`config.mk`:
```
export PLATFORM = sky130hd
export DESIGN_NAME = ram_arbiter
export DESIGN_NICKNAME = d
export VERILOG_FILES = /design/src/rtl/ram_arbiter_pkg.sv /design/src/rtl/ram_arb_pick.sv /design/src/rtl/ram_arbiter.sv
export SDC_FILE = /design/constraint.sdc
export NUM_CORES = 1
export LEC_CHECK = 0
export ABC_CLOCK_PERIOD_IN_PS = 4300
export CAP_MARGIN = 20
export CORE_MARGIN = 10
export CORE_UTILIZATION = 42
export DETAILED_ROUTE_END_ITERATION = 10
export PLACE_DENSITY = 0.89
export SYNTH_ARGS = -nofsm -noshare
export SYNTH_HDL_FRONTEND = slang
export SYNTH_SLANG_ARGS = --single-unit
```
`constraint.sdc`:
```
create_clock -name sys_clock_i -period 4.3 [get_ports sys_clock_i]
set_clock_uncertainty 0.2 [all_clocks]
set_input_delay 0.645 -clock sys_clock_i [delete_from_list [all_inputs] [get_ports sys_clock_i]]
set_output_delay 0.645 -clock sys_clock_i [all_outputs]
set_load 0.05 [all_outputs]
```
`src/rtl/ram_arbiter_pkg.sv`:
```
// Shared types for the SRAM arbiter: requester ids, FSM states, address width.
package ram_arbiter_pkg;

  localparam int RAM_ADDR_WIDTH = 17;

  typedef enum logic [1:0] {
    REQ_CPU,
    REQ_VIDEO,
    REQ_SPI
  } ram_req_t;

  typedef enum logic [1:0] {
    ARB_IDLE,
    ARB_SETUP,
    ARB_STROBE,
    ARB_HOLD
  } ram_arb_state_t;

endpackage

```
`src/rtl/ram_arb_pick.sv`:
```
// Combinational winner select: CPU first unless skipped, then VIDEO/SPI
// round-robin starting at rr_ptr.
module ram_arb_pick
  import ram_arbiter_pkg::*;
(
  input  logic [2:0] req,
  input  ram_req_t   rr_ptr,
  input  logic       cpu_skip,
  output logic [2:0] win
);

  logic others;
  logic vid_first;

  assign others    = req[1] | req[2];
  assign vid_first = (rr_ptr == REQ_VIDEO) || !req[2];

  // A skip only matters when someone else is actually waiting.
  always_comb begin
    win = 3'b000;
    if (req[0] && !(cpu_skip && others))
      win = 3'b001;
    else if (req[1] && vid_first)
      win = 3'b010;
    else if (req[2])
      win = 3'b100;
  end

endmodule

```
`src/rtl/ram_arbiter.sv`:
```
// Three-way SRAM arbiter with SETUP/STROBE/HOLD pin sequencing.
// Optional CPU burst limiting is enabled with RAM_ARB_FAIRNESS_EN.
module ram_arbiter
  import ram_arbiter_pkg::*;
#(
  parameter int ACCESS_CYCLES = 2,
  parameter int MAX_CPU_BURST = 4
) (
  input  logic                      sys_clock_i,
  input  logic                      sys_reset_n_i,
  input  logic [2:0]                req_i,
  input  logic [2:0]                wr_i,
  input  logic [RAM_ADDR_WIDTH-1:0] cpu_addr_i,
  input  logic [RAM_ADDR_WIDTH-1:0] video_addr_i,
  input  logic [RAM_ADDR_WIDTH-1:0] spi_addr_i,
  input  logic [7:0]                cpu_data_i,
  input  logic [7:0]                spi_data_i,
  input  logic                      cpu_rom_i,
  input  logic [7:0]                ram_data_i,
  output logic [2:0]                grant_o,
  output logic [2:0]                ack_o,
  output logic [7:0]                rd_data_o,
  output logic [RAM_ADDR_WIDTH-1:0] ram_addr_o,
  output logic [7:0]                ram_data_o,
  output logic                      ram_data_oe_o,
  output logic                      ram_we_n_o,
  output logic                      ram_oe_n_o
);

  if (ACCESS_CYCLES < 1 || ACCESS_CYCLES > 15) begin : g_bad_cycles
    $error("ACCESS_CYCLES must be 1..15");
  end
  if (MAX_CPU_BURST < 1) begin : g_bad_burst
    $error("MAX_CPU_BURST must be >= 1");
  end

  ram_arb_state_t            state, state_n;
  ram_req_t                  rr_ptr, rr_n;
  logic [3:0]                cnt, cnt_n;
  logic [2:0]                win, grant_n, ack_n;
  logic [7:0]                rd_n, wdata_n;
  logic [RAM_ADDR_WIDTH-1:0] addr_n;
  logic                      doe_n, we_n_n, oe_n_n;
  logic                      write, write_n, rom, rom_n;
  logic                      cpu_skip;
  logic                      unused_wr;

  // Video never writes.
  assign unused_wr = wr_i[1];

  ram_arb_pick u_pick (
    .req      (req_i),
    .rr_ptr   (rr_ptr),
    .cpu_skip (cpu_skip),
    .win      (win)
  );

`ifdef RAM_ARB_FAIRNESS_EN
  localparam int BW = $clog2(MAX_CPU_BURST + 1);
  logic [BW-1:0] burst, burst_n;

  assign cpu_skip = (burst == BW'(MAX_CPU_BURST));

  // Any IDLE outcome other than a CPU grant restarts the run.
  always_comb begin
    burst_n = burst;
    if (state == ARB_IDLE) begin
      if (win == 3'b001) begin
        if (burst != BW'(MAX_CPU_BURST))
          burst_n = burst + 1'b1;
      end else begin
        burst_n = '0;
      end
    end
  end

  always_ff @(posedge sys_clock_i) begin
    if (!sys_reset_n_i) burst <= '0;
    else                burst <= burst_n;
  end
`else
  assign cpu_skip = 1'b0;
`endif

  always_comb begin
    state_n = state;
    rr_n    = rr_ptr;
    cnt_n   = cnt;
    grant_n = grant_o;
    ack_n   = 3'b000;
    rd_n    = rd_data_o;
    addr_n  = ram_addr_o;
    wdata_n = ram_data_o;
    doe_n   = ram_data_oe_o;
    we_n_n  = 1'b1;
    oe_n_n  = 1'b1;
    write_n = write;
    rom_n   = rom;
    unique case (state)
      ARB_IDLE: begin
        if (|req_i) begin
          state_n = ARB_SETUP;
          grant_n = win;
          unique case (1'b1)
            win[1]: begin
              addr_n  = video_addr_i;
              write_n = 1'b0;
              rom_n   = 1'b0;
              rr_n    = REQ_SPI;
            end
            win[2]: begin
              addr_n  = spi_addr_i;
              wdata_n = spi_data_i;
              write_n = wr_i[2];
              rom_n   = 1'b0;
              rr_n    = REQ_VIDEO;
            end
            default: begin
              addr_n  = cpu_addr_i;
              wdata_n = cpu_data_i;
              write_n = wr_i[0];
              rom_n   = cpu_rom_i;
            end
          endcase
          doe_n = write_n;
        end
      end
      ARB_SETUP: begin
        state_n = ARB_STROBE;
        cnt_n   = 4'(ACCESS_CYCLES);
        // ROM-mapped writes run the full cycle with the strobe held off.
        we_n_n  = !(write && !rom);
        oe_n_n  = write;
      end
      ARB_STROBE: begin
        if (cnt == 4'd1) begin
          state_n = ARB_HOLD;
          ack_n   = grant_o;
          if (!write) rd_n = ram_data_i;
        end else begin
          cnt_n  = cnt - 1'b1;
          we_n_n = ram_we_n_o;
          oe_n_n = ram_oe_n_o;
        end
      end
      ARB_HOLD: begin
        state_n = ARB_IDLE;
        grant_n = 3'b000;
        doe_n   = 1'b0;
      end
    endcase
  end

  always_ff @(posedge sys_clock_i) begin
    if (!sys_reset_n_i) begin
      state         <= ARB_IDLE;
      rr_ptr        <= REQ_VIDEO;
      cnt           <= '0;
      grant_o       <= '0;
      ack_o         <= '0;
      rd_data_o     <= '0;
      ram_addr_o    <= '0;
      ram_data_o    <= '0;
      ram_data_oe_o <= 1'b0;
      ram_we_n_o    <= 1'b1;
      ram_oe_n_o    <= 1'b1;
      write         <= 1'b0;
      rom           <= 1'b0;
    end else begin
      state         <= state_n;
      rr_ptr        <= rr_n;
      cnt           <= cnt_n;
      grant_o       <= grant_n;
      ack_o         <= ack_n;
      rd_data_o     <= rd_n;
      ram_addr_o    <= addr_n;
      ram_data_o    <= wdata_n;
      ram_data_oe_o <= doe_n;
      ram_we_n_o    <= we_n_n;
      ram_oe_n_o    <= oe_n_n;
      write         <= write_n;
      rom           <= rom_n;
    end
  end

endmodule

```
# After elaboration in Yosys (flattened, before gate mapping)
# Cells that the tools add are included.
[totals]
ff_bits = 52
input_bits = 84
[op_classes]
n_bitwise = 2
eq_ne = 8
n_reduce_logical = 20
add_sub_neg = 1
n_mux = 20
[ops]
columns = ["op", "n"]
rows = [
  ["$pmux 17 s2", 1],
  ["$pmux 8 s2", 1],
  ["$mux 3", 4],
  ["$reduce_and 3->1", 4],
  ["$pmux 1 s2", 4],
  ["$pmux 2 s4", 1],
  ["$pmux 4 s2", 1],
  ["$reduce_and 2->1", 4],
  ["$ne 2x2->1 const B", 3],
  ["$pmux 3 s2", 1],
  ["$reduce_bool 2->1", 3],
  ["$eq 2x1->1 const B", 2],
  ["$eq 2x2->1 const B", 2],
  ["$eq 4x1->1 const B", 1],
  ["$mux 2", 2],
  ["$mux 4", 1],
  ["$pmux 2 s2", 1],
  ["$sub 4x1->4 const B", 1],
  ["$logic_not 1->1", 3],
  ["$mux 1", 3],
  ["$reduce_or 3->1", 1],
  ["$logic_and 1x1->1", 2],
  ["$logic_not 2->1", 1],
  ["$not 1->1", 2],
  ["2 further kinds", 2],
]

# Depth between registers and ports, before layout
# Gate-level depths: netlist of the first run.
[logic_depth]
ltp_word = 8
depth_mapped = 7
ltp_nobuf = 6

# Cells and area by module
# From an unflattened synthesis of the first run, not the netlist that was laid out.
[unflattened]
cells_unflattened = 280
hier_area_um2 = 2497.4
[by_module_without_submodules]
columns = ["mod", "seq_area_each_um2", "cells_per_inst", "area_per_inst_um2", "n_inst"]
rows = [
  ["ram_arbiter", 1041.0, 272, 2442.3, 1],
  ["ram_arb_pick", 0.0, 8, 55.1, 1],
]

# Worst setup path after synthesis of the first run
# OpenSTA, ideal clock, no wires.
[synth_path]
path_type = "input -> register"
from = "input req_i[0]"
to = "register ram_addr_o[0]"
path_buffers = 1
t_arrival_ns = 1.650
path_slack_ns = 2.380
cell_stages = 5
setup_time_ns = 0.071
path_cell_list = "buf_6 -> o21bai_1 -> or2_1 -> a211oi_4 -> o2bb2ai_1"
[synth_via]
elab_chain_cells = 2
[synth_lines]
columns = ["element", "line", "text"]
rows = [
  ["start, declared", "ram_arbiter.sv:11", "input logic [2:0] req_i,"],
  ["$mux 3 or $reduce_or 3->1 (tied branches)", "ram_arb_pick.sv:21, ram_arbiter.sv:101", ""],
  ["$pmux 17 s2 or $reduce_and 2->1 (tied branches)", "-", ""],
  ["end signal, assigned", "ram_arbiter.sv:176", "ram_addr_o <= addr_n;"],
  ["end, declared", "ram_arbiter.sv:23", "output logic [RAM_ADDR_WIDTH-1:0] ram_addr_o,"],
]
# Several ways; a longest one is shown, not always the timed one.
# A chain may end at the register's enable or synchronous reset.

# Worst setup path in the final report of the first run
[layout_path]
from = "register state[0]"
to = "register ram_addr_o[3]"
[layout_via]
elab_chain_cells = 2
[layout_lines]
columns = ["element", "line", "text"]
rows = [
  ["start, declared", "ram_arbiter.sv:37", "ram_arb_state_t state, state_n;"],
  ["start signal, assigned", "ram_arbiter.sv:170", "state <= state_n;"],
  ["$logic_not 2->1", "ram_arbiter.sv:99", "unique case (state)"],
  ["$reduce_and 2->1 (no source line)", "-", ""],
]
# Every way passes these cells.

==> results of run 1 <==
-- worst paths after layout --
kind                          startpoint                    endpoint  slack, ns  cells past startpoint
setup / recovery   state[0]$_SDFFE_PN0P_  ram_addr_o[3]$_SDFFE_PN0P_       1.65                      6
hold / removal    rr_ptr[1]$_SDFFE_PN0P_      rr_ptr[1]$_SDFFE_PN0P_       0.27                      2
hold reg to reg   rr_ptr[1]$_SDFFE_PN0P_      rr_ptr[1]$_SDFFE_PN0P_       0.27                      2
setup reg to reg   state[0]$_SDFFE_PN0P_  ram_addr_o[3]$_SDFFE_PN0P_       1.65                      6
-- sequential cells by signal (all words and copies together) (netlist names), 2 cells and up --
register	cells
ack_o	3
cnt	4
grant_o	3
ram_addr_o	17
ram_data_o	8
rd_data_o	8
rr_ptr	2
state	2
-- per-layer routing --
layer	wire length (microns)	part of all wire	vias to the layer above	GRT usage
met5	0	0	-	0
li1	-	-	1187	-
met4	94	0.013	0	0.0549
met1	2820	0.39	1120	0.176
met3	626	0.086	9	0.0666
met2	3730	0.51	77	0.276
-- critical path, stage by stage, from the launching register on --
cell	delay, ns
dfxtp_1	0.35
inv_1	0.09
ha_1	0.70
inv_1	0.14
or2_1	0.42
a211oi_4	0.50
o2bb2ai_1	0.17
-- cell type report --
class / count / area (sq um) / share of cell area
inverters: 8 / 30.0 / 0.00806
clock buffers: 6 / 72.6 / 0.0195
clock inverters: 2 / 35.0 / 0.00941
flip-flops and latches: 52 / 1040 / 0.280
multi-input cells: 190 / 1210 / 0.324
repair buffers: 125 / 1250 / 0.335
well taps: 72 / 90.1 / 0.0242
-- through the flow --
| stage | power [W] | cell area (sq um) | hold slack, ns | utilization |
|---|---|---|---|---|
| 4_1_cts | 0.00203 | 3720 | 0.272 | 0.680 |
| 3_5_place_dp | 0.00170 | 3620 | 0.255 | 0.661 |
| 2_1_floorplan | 0.00136 | 2350 | 0.234 | - |
| 5_1_grt | 0.00215 | 3720 | 0.306 | 0.680 |
| 6_report | 0.00201 | 3720 | 0.273 | 0.680 |
| 3_3_place_gp | 0.00167 | 3620 | 0.248 | 0.661 |
-- synth_stat cells, drive strengths merged --
master / instances
a31oi: 18
o2bb2ai: 9
o21bai: 1
or2: 1
clkbuf: 8
mux2i: 9
a22o: 9
o21ai: 24
nand2b: 5
dfxtp: 52
o21a: 1
ha: 6
or2b: 1
or4b: 1
inv: 8
and2: 1
nor3b: 2
nor3: 4
nand2: 31
a211oi: 2
nand4b: 2
buf: 6
o221ai: 8
nand3b: 1
and3: 4
a21oi: 7
a22oi: 2
nor2: 32
o31ai: 1
o22ai: 2
or3: 1
o221a: 1
nand3: 3
and3b: 1
-- power by group --
part	switching (W)	leakage, nW	total (W)	internal, W
logic	0.000641	0.886	0.00102	0.000377
registers	0.0000671	0.427	0.000662	0.000595
clock network	0.000158	0.0552	0.000331	0.000173
-- cells in the final DEF (no fill, tap or decap), types with 2 or more instances in the layout --
| cell | n |
|---|---|
| and3_1 | 4 |
| nor3_1 | 3 |
| o21ai_0 | 23 |
| a22oi_1 | 2 |
| o22ai_1 | 2 |
| clkbuf_8 | 5 |
| nand2_1 | 31 |
| a21oi_1 | 6 |
| nor2_1 | 32 |
| clkdlybuf4s50_1 | 124 |
| o2bb2ai_1 | 9 |
| mux2i_1 | 9 |
| a22o_1 | 9 |
| inv_1 | 8 |
| ha_1 | 6 |
| o221ai_1 | 8 |
| nand2b_1 | 5 |
| a31oi_1 | 18 |
| dfxtp_1 | 52 |
| nand3_1 | 3 |
| nand4b_1 | 2 |
-- kinds of logic after synthesis --
kind of cell / synth area share
adders and majority gates: 0.0319
AOI/OAI and AO/OA: 0.256
DFF: 0.442
and+or+nand+nor: 0.187
muxes: 0.0383
buffers and inverters: 0.0452
==> impl_results.md, run 1 <==
* Die H at 94.9 microns
* Initial Utilization at 0.430
* Final Max Slew Viols at 0
* Tightest Pin Transition at between 0.8 and 0.9 ns
* Synth top area cells: dfxtp_1 (44%), nor2_1 (5.1%), nand2_1 (4.9%)
* Pleak at ~1.4 nW
* Count of input and output buffers at 124
* Avg Inst Size Synth at between 8 and 9 sq um
* Setup WS pre-CTS at 1.40 ns
* Setup TNS at 0 ns
* DP HPWL at 5.61 mm
* Achievable Freq at 377 MHz
* DR WL/cell at 16.0 microns
* Setup violators final at 0
* Residual DRC at 0
* Cts repair resizes at 0
* DR pass1 iterations at 4
* H-Tree Depth at 2
* Nets at 472
* Crit path launch type: register
* TritonCTS clock tree: yes
* Hold WC Path Type: register to register
* Seq cells post-synth at 52
* Setup bufs post-CTS at 0
* Largest net degree at the start of global routing at 38
* Power Density at 540 nW/um^2
* Max-Cap Viols at 0
* DRT Wirelength at 7.27 mm
* Share of cells above drive strength 1 at 0.0392
* Die area at 9000 sq um
* Final period utilization at 0.616
* Crit path kind: register to register
* Final min period at 2.65 ns
* Die X at 94.9 microns
* Clk root buf: clkbuf_8
* Status: finished, final reports clean
* Tot GR Track Use at 0.161
* Initial antenna violation count at 0
* Num CTS Buffers at 5
* GR Overflow Total at 0
* Required time of the critical path at approximately 4.3 ns
* Finished Layout Cells at between 400 and 500
* RSZ-0062 raised after global routing: false
* Synth warnings at 0
* Rows at 27
* Maximum VDD drop at 0.000258 V
* Slew HR at 0.452
* Worst Setup End Kind: register
* Clk pin slew, worst setup/hold paths at 0.09 ns
* Critical path fanouts, max at 21
* Post-synth cell types at 42
* CTS Sinks at 52
* # hold bufs at CTS at 0
* ANT cells at 0
* Synthesized instance count at 264
* Final GP Congestion at 0.768
* DRT iter0 DRCs at slightly above 100
* DR vias at 2393
* Share of the synthesized area in the top cell type at 0.442
* Synthesized area at 2350 sq um
* Placed cells at around 450
* Clock Latency Late Sink at 0.30 ns
* Total core area at 5470 sq um
* Vias in the first global route at 2464
* Final setup margin at approximately 1.6 ns
* Fillers at 469
* CP Data Arrival Time at 2.67 ns
* Detail Route Antenna Nets at 0
* Vias per cell at 5.26
* Synth-to-Final Area Change at 58.2%
* Post-synth top area cell: dfxtp_1
* Global-route wire length before repair at 11.7 mm
* IO Pins at 126
* Mapped Nets at 354
* Longest Clk Path Bufs at 2
* Hold Violations, Final at 0
* Seq/Total Area, Yosys at 0.442
(Power assumes the default switching activity.)
==> run 2: changes to the inputs <==
- ABC_CLOCK_PERIOD_IN_PS: 4300 -> 2400
- CORE_UTILIZATION: 42 -> 35
- PLACE_DENSITY: 0.89 -> 0.8
- clock period: 4.3 -> 2.4 ns (I/O delays scaled with it)
==> run 2 against run 1 <==
  * Cell count is 3.7% higher
  * Sequential power is 80% higher
  * Sequential share of layout area is 0.71 points lower
  * Non-clock buffer count is 12 higher
  * Via count is 0.29% higher
  * Register-to-register slack worse by 1.3 ns
  * Routed wire length is 5.8% higher
  * Largest power group unchanged
  * Critical path depth is 1 lower
  * Utilization is 8.9 points lower
  * Flip-flop and latch count stayed put
  * Worst hold slack worse by 0.0028 ns
  * Worst setup slack worse by 1.3 ns
==> impl_results.md, run 2 (same netlist as run 1, synthesis figures left out) <==
* Clock share of power at 0.162 (-0.003)
* Clk pin slew, worst setup/hold paths at 0.09 ns (about the same)
* CTS Sinks at 52 (unchanged)
* Final Max Slew Viols at 0 (unchanged)
* Total core area at 6460 sq um (+18%)
* Crit path launch type: register
* Max-Cap Viols at 0 (unchanged)
* Num CTS Buffers at 5 (unchanged)
* Crit path kind: register to register
* H-Tree Depth at 2 (unchanged)
* IO Pins at 126 (unchanged)
* Fin util at 0.591 (-0.0889)
* Tot GR Track Use at 0.141 (-0.0197)
* Final min period at 2.08 ns (-0.565 ns)
* Fillers at 597 (+27%)
* Setup WS pre-CTS at 0.0645 ns (-1.33 ns)
* Initial Utilization at 0.364 (-0.0656)
* Required time of the critical path at 2.40 ns (-1.92 ns)
* DRT Wirelength at 7.70 mm (+5.8%)
* Clock Latency Late Sink at 0.30 ns (about the same)
* GR Overflow Total at 0 (unchanged)
* Setup bufs post-CTS at 0 (unchanged)
* Pleak at 1.43 nW (+4.3%)
* Nets at 484 (+2.5%)
* DP HPWL at 6.15 mm (+9.5%)
* Status: finished, final reports clean
* ANT cells at 0 (unchanged)
* DR pass1 iterations at 4 (unchanged)
* Reg with most FFs: ram_addr_o
* Psw at 0.00157 W (+82%)
* Die area at 10400 sq um (+16%)
* Min-Delay Path Depth at 2 (unchanged)
* Clk root buf: clkbuf_8
* Residual DRC at 0 (unchanged)
* Die X at 102 microns (+7.5%)
* Longest Clk Path Bufs at 2 (unchanged)
* Tightest Pin Transition at 0.583 ns (-0.238 ns)
* Die H at 102 microns (+7.5%)
* Final GP Congestion at 0.800 (+4.1%)
* Hold WC Path Type: register to register
* Vias in the first global route at 2461 (-0.12%)
* Setup TNS at 0 ns (unchanged)
* Initial antenna violation count at 0 (unchanged)
* Count of input and output buffers at 124 (unchanged)
* Setup violators final at 0 (unchanged)
* Hold Violations, Final at 0 (unchanged)
* Flop pwr share at 0.325 (-0.004)
* R2R depth at 5 (-1)
* Min Hold Slack at 0.271 ns (-0.00275 ns)
* Global-route wire length before repair at 12.0 mm (+2.5%)
* Maximum VDD drop at 0.000491 V (+91%)
* Largest registers: ram_addr_o: 17 flops, ram_data_o: 8 flops, rd_data_o: 8 flops
* Most common cell after layout, fill and taps aside: clkdlybuf4s50_1
* DR WL/cell at 16.3 microns (+2.0%)
* RSZ-0062 raised after global routing: false
* Worst Setup End Kind: register
* Final setup margin at 0.315 ns (-1.33 ns)
* DR vias at 2400 (+0.29%)
* Vias per cell at 5.08 (-3.3%)
* Combinational power share at 0.513 (+0.007)
* # hold bufs at CTS at 0 (unchanged)
* Rows at 29 (+7.4%)
* Critical path fanouts, max at 11 (-48%)
* Commonest cells after routing, fill and taps aside: clkdlybuf4s50_1 (124), dfxtp_1 (52), nor2_1 (32)
* Cts repair resizes at 0 (unchanged)
* CP Data Arrival Time at 2.09 ns (-0.58 ns)
* Final period utilization at 0.869 (+0.252)
* DRT iter0 DRCs at 73 (-28%)
* Share of cells above drive strength 1 at 0.0684 (+0.0292)
* Largest net degree at the start of global routing at 29 (-24%)
* Detail Route Antenna Nets at 0 (unchanged)
* Internal Power at 0.00209 W (+82%)
* Sw Ratio at 0.430 (-0.000826)
* Synth-to-Final Area Change at 62.3%
* Power Density at 959 nW/um^2 (+78%)
* Max reg flops at 17 (unchanged)
* TritonCTS clock tree: yes
* Achievable Freq at 480 MHz (+27%)
* Slew HR at 0.609 (+0.157)
[run 2: final timing paths]
path              slack, ns                         end              startpoint
setup / recovery       0.32  ram_data_o[0]$_SDFFE_PN0P_   state[0]$_SDFFE_PN0P_
hold / removal         0.27      rr_ptr[1]$_SDFFE_PN0P_  rr_ptr[1]$_SDFFE_PN0P_
setup reg to reg       0.32  ram_data_o[0]$_SDFFE_PN0P_   state[0]$_SDFFE_PN0P_
hold reg to reg        0.27      rr_ptr[1]$_SDFFE_PN0P_  rr_ptr[1]$_SDFFE_PN0P_
[run 2: worst max-delay path, stage by stage, from the launching register on]
cell	delay, ns
dfxtp_1	0.36
inv_1	0.09
ha_1	0.43
nand4b_1	0.47
o221ai_1	0.36
nor2_1	0.07
[run 2: power groups by stage]
| stage | Clock, W | Sequential (W) | Combinational (W) |
|---|---|---|---|
| final | 0.000593 | 0.00119 | 0.00188 |
| after global placement | 0 | 0.00120 | 0.00186 |
| after CTS | 0.000615 | 0.00119 | 0.00189 |
| after global routing | 0.000636 | 0.00122 | 0.00203 |
| after floorplan | 0 | 0.00171 | 0.000736 |
| after detailed placement | 0 | 0.00121 | 0.00188 |
[run 2: cell type report]
cell class	count	area (sq um)	share of cell area
clock buffers	6	72.6	0.0190
clock inverters	2	35.0	0.00917
well taps	77	96.3	0.0252
repair buffers	137	1340	0.350
multi-input cells	190	1210	0.316
flip-flops and latches	52	1040	0.273
inverters	8	30.0	0.00786
[run 2: stage by stage]
stage               std cells  total power [W]  instance area [sq um]
floorplan                 264          0.00244                   2350
global placement          464          0.00306                   3710
detailed placement        464          0.00310                   3710
CTS                       472          0.00370                   3820
global route              472          0.00389                   3820
finish                    472          0.00366                   3820
[run 2: metal layers]
layer / GRT usage / routed length, microns / up-vias
li1: - / - / 1214
met1: 0.146 / 3030 / 1097
met2: 0.255 / 3840 / 80
met3: 0.0580 / 730 / 9
met4: 0.0456 / 104 / 0
met5: 0 / 0 / -
==> run 3: changes to the inputs <==
- CORE_UTILIZATION: 35 -> 36
- SYNTH_HIERARCHICAL: unset -> 1
==> run 3 against run 2 <==
  * Combinational power rose by 9%
  * Critical path type is now input port to register
  * Sequential share of layout area shrank 0.70 points
  * First-iteration DRC count rose by 58%
  * Cell count grew 1.7%
  * Utilization is 1.1 points lower
  * Fmax decreased by 0.96%
  * Synthesized cell count grew 6.1%
  * Global-route usage up 0.14 points
==> impl_results.md, run 3 <==
* Synth-to-Final Area Change at 57.0%
* Initial Utilization at 0.370 (+0.00524)
* Post-synth top area cell: dfxtp_1
* Most common cell after layout, fill and taps aside: clkdlybuf4s50_1
* DRT Wirelength at 8.07 mm (+4.8%)
* Seq cells post-synth at 52 (unchanged)
* Final Max Slew Viols at 0 (unchanged)
* Longest Clk Path Bufs at 2 (unchanged)
* # hold bufs at CTS at 0 (unchanged)
* Residual DRC at 0 (unchanged)
* Clk pin slew, worst setup/hold paths at 0.09 ns (about the same)
* CP Data Arrival Time at 2.11 ns (+0.02 ns)
* Pleak at 1.44 nW (+1.0%)
* DR WL/cell at 16.8 microns (+3.1%)
* Commonest cells after routing, fill and taps aside: clkdlybuf4s50_1 (124), dfxtp_1 (52), nand2_1 (28)
* Top cell by count, worst path: buf_4
* Vias per cell at 5.25 (+3.3%)
* Fillers at 608 (+1.8%)
* Total core area at 6760 sq um (+4.6%)
* Setup TNS at 0 ns (unchanged)
* Largest net degree at the start of global routing at 42 (+45%)
* Avg Inst Size Synth at 8.92 sq um (about the same)
* Critical path fanouts, max at 19 (+8)
* DRT iter0 DRCs at 115 (+58%)
* Final period utilization at 0.877 (+0.00840)
* Share of the synthesized area in the top cell type at 0.417 (-0.0255)
* Max reg flops at 17 (unchanged)
* Tot Pwr at 0.00387 W (+5.7%)
* Status: finished, final reports clean
* Slowest CP cell: a221oi_2
* ANT cells at 0 (unchanged)
* FFs w/ async S/R, synth at 0 (unchanged)
* Reg with most FFs: ram_addr_o
* Crit path launch type: input port
* Vias in the first global route at 2543 (+3.3%)
* Global-route wire length before repair at 12.5 mm (+4.3%)
* Die X at 103 microns (+1.3%)
* Count of input and output buffers at 124 (unchanged)
* Clock Latency Late Sink at 0.29 ns (about the same)
* WP buf/inv at 3 (+2)
* Required time of the critical path at 2.40 ns (about the same)
* Most frequent cell after synthesis: dfxtp_1
* Worst Setup End Kind: register
* Detail Route Antenna Nets at 0 (unchanged)
* Achievable Freq at 475 MHz (-0.96%)
* Clk root buf: clkbuf_8
* Rows at 30 (+3.4%)
* Synth warnings at 6 (+6)
* Number of flops mapped to enable cells by yosys at 0 (unchanged)
* H-Tree Depth at 2 (unchanged)
* Most common flop cell mapped by yosys: dfxtp_1
* Share of cells above drive strength 1 at 0.0825 (+0.0141)
* CP max stage delay at 0.44 ns (-0.03 ns)
* Largest registers: ram_addr_o: 17 flops, ram_data_o: 8 flops, rd_data_o: 8 flops
* Tightest Pin Transition at 0.760 ns (+0.177 ns)
* Num CTS Buffers at 5 (unchanged)
* Maximum VDD drop at 0.000584 V (+19%)
* Post-synth top cells: dfxtp_1 (52), nand2_1 (28), a21oi_1 (23), nor2_1 (23), a22oi_1 (18)
* Post-synth cell types at 42 (unchanged)
* IO Pins at 126 (unchanged)
* Seq/Total Area, Yosys at 0.417 (-0.0255)
* Hold Violations, Final at 0 (unchanged)
* GR Overflow Total at 0 (unchanged)
* Final min period at 2.11 ns (+0.0202 ns)
* Die H at 103 microns (+1.3%)
* Hold WC Path Type: register to register
* Setup violators final at 0 (unchanged)
* Crit path kind: input port to register
* Power Density at 987 nW/um^2 (+3.0%)
* RSZ-0062 raised after global routing: false
* Initial antenna violation count at 0 (unchanged)
* DR vias at 2522 (+5.1%)
* Final GP Congestion at 0.750 (-6.2%)
* Synthesized instance count at 280 (+6.1%)
* Synth top area cells: dfxtp_1 (42%), a311oi_1 (6.0%), a22oi_1 (5.4%)
* Max-Cap Viols at 0 (unchanged)
* TritonCTS clock tree: yes
* Nets at 491 (+1.4%)
* Crit path cell chain: clkdlybuf4s50_1 > buf_4 > a221oi_2 > buf_4 > a22oi_1 > a311oi_1
* CTS Sinks at 52 (unchanged)
* Slew HR at 0.493 (-0.116)
* DR pass1 iterations at 4 (unchanged)
* DP HPWL at 6.24 mm (+1.5%)
* Die area at 10700 sq um (+2.5%)
* Synthesized area at 2500 sq um (+6.1%)
* Tot GR Track Use at 0.143 (+0.00138)
* Critical path's top delay family: buffers and inverters
run 3: cell count changes after synthesis, moves of 11 or more:
cell	before	now
o21ai_0	23	12
a21oi_1	6	23
a31oi_1	18	0
a22oi_1	2	18
a311oi_1	0	17
run 3: metrics by stage:
stage               area [sq um]  cells   util  setup slack, ns  hold WS, ns
floorplan                   2500    282      -            0.653        0.227
global placement            3820    474  0.565           -0.146        0.236
detailed placement          3820    474  0.565           -0.220        0.251
CTS                         3920    480  0.580           0.0819        0.273
global route                3920    480  0.580           0.0823        0.299
finish                      3920    480  0.580            0.295        0.276
run 3: layout make-up:
class	count	area, sq um	area share
Clock buffer	5	68.8	0.0175
Clock inverter	1	30.0	0.00766
Inverter	9	33.8	0.00862
Multi-Input combinational cell	197	1320	0.336
Sequential cell	52	1040	0.265
Tap cell	80	100	0.0255
Timing Repair Buffer	136	1330	0.340
run 3: power breakdown:
| part | internal (W) | leakage, nW | total (W) | switching, W |
|---|---|---|---|---|
| Clock | 0.000300 | 0.0501 | 0.000571 | 0.000271 |
| Sequential | 0.00109 | 0.428 | 0.00125 | 0.000164 |
| Combinational | 0.000785 | 0.965 | 0.00205 | 0.00126 |
| Total | 0.00217 | 1.44 | 0.00387 | 0.00170 |
run 3: layer usage:
layer / vias up / share of wire / wire length [microns] / track usage
met2: 89 / 0.47 / 3820 / 0.238
met5: - / 0 / 0 / 0
met1: 1163 / 0.42 / 3370 / 0.169
met4: 0 / 0.011 / 88 / 0.0321
li1: 1262 / - / - / -
met3: 8 / 0.099 / 796 / 0.0558
run 3: kinds of logic (layout without fill, tap and decap cells):
family	count (synthesis)	after routing	share of synthesized area
other	1	3	0.00150
buffers and inverters	33	151	0.0611
muxes	9	9	0.0361
DFF	52	52	0.417
and+or+nand+nor	84	84	0.170
AOI/OAI and AO/OA	95	95	0.285
adders and majority gates	6	6	0.0301
run 3: repair_timing:
item,in CTS,in global routing
endpoints found under the setup margin,0,2
hold endpoints to repair,0,0
gates resized for setup,0,1
buffers inserted,0,0
run 3: tightest hold or removal path, stage by stage (launching register included):
cell,delay [ns]
dfxtp_1,0.31
o21ai_0,0.06
a21oi_1,0.06
run 3: path summary, 6_finish.rpt:
| check | startpoint | to | slack [ns] | cells past startpoint |
|---|---|---|---|---|
| worst min-delay path | rd_data_o[4]$_SDFFE_PN0P_ | rd_data_o[4]$_SDFFE_PN0P_ | 0.28 | 2 |
| worst min register to register | rd_data_o[4]$_SDFFE_PN0P_ | rd_data_o[4]$_SDFFE_PN0P_ | 0.28 | 2 |
| worst max-delay path | req_i[0] | ram_addr_o[2]$_SDFFE_PN0P_ | 0.29 | 6 |
| worst max register to register | state[0]$_SDFFE_PN0P_ | ram_addr_o[2]$_SDFFE_PN0P_ | 0.31 | 5 |
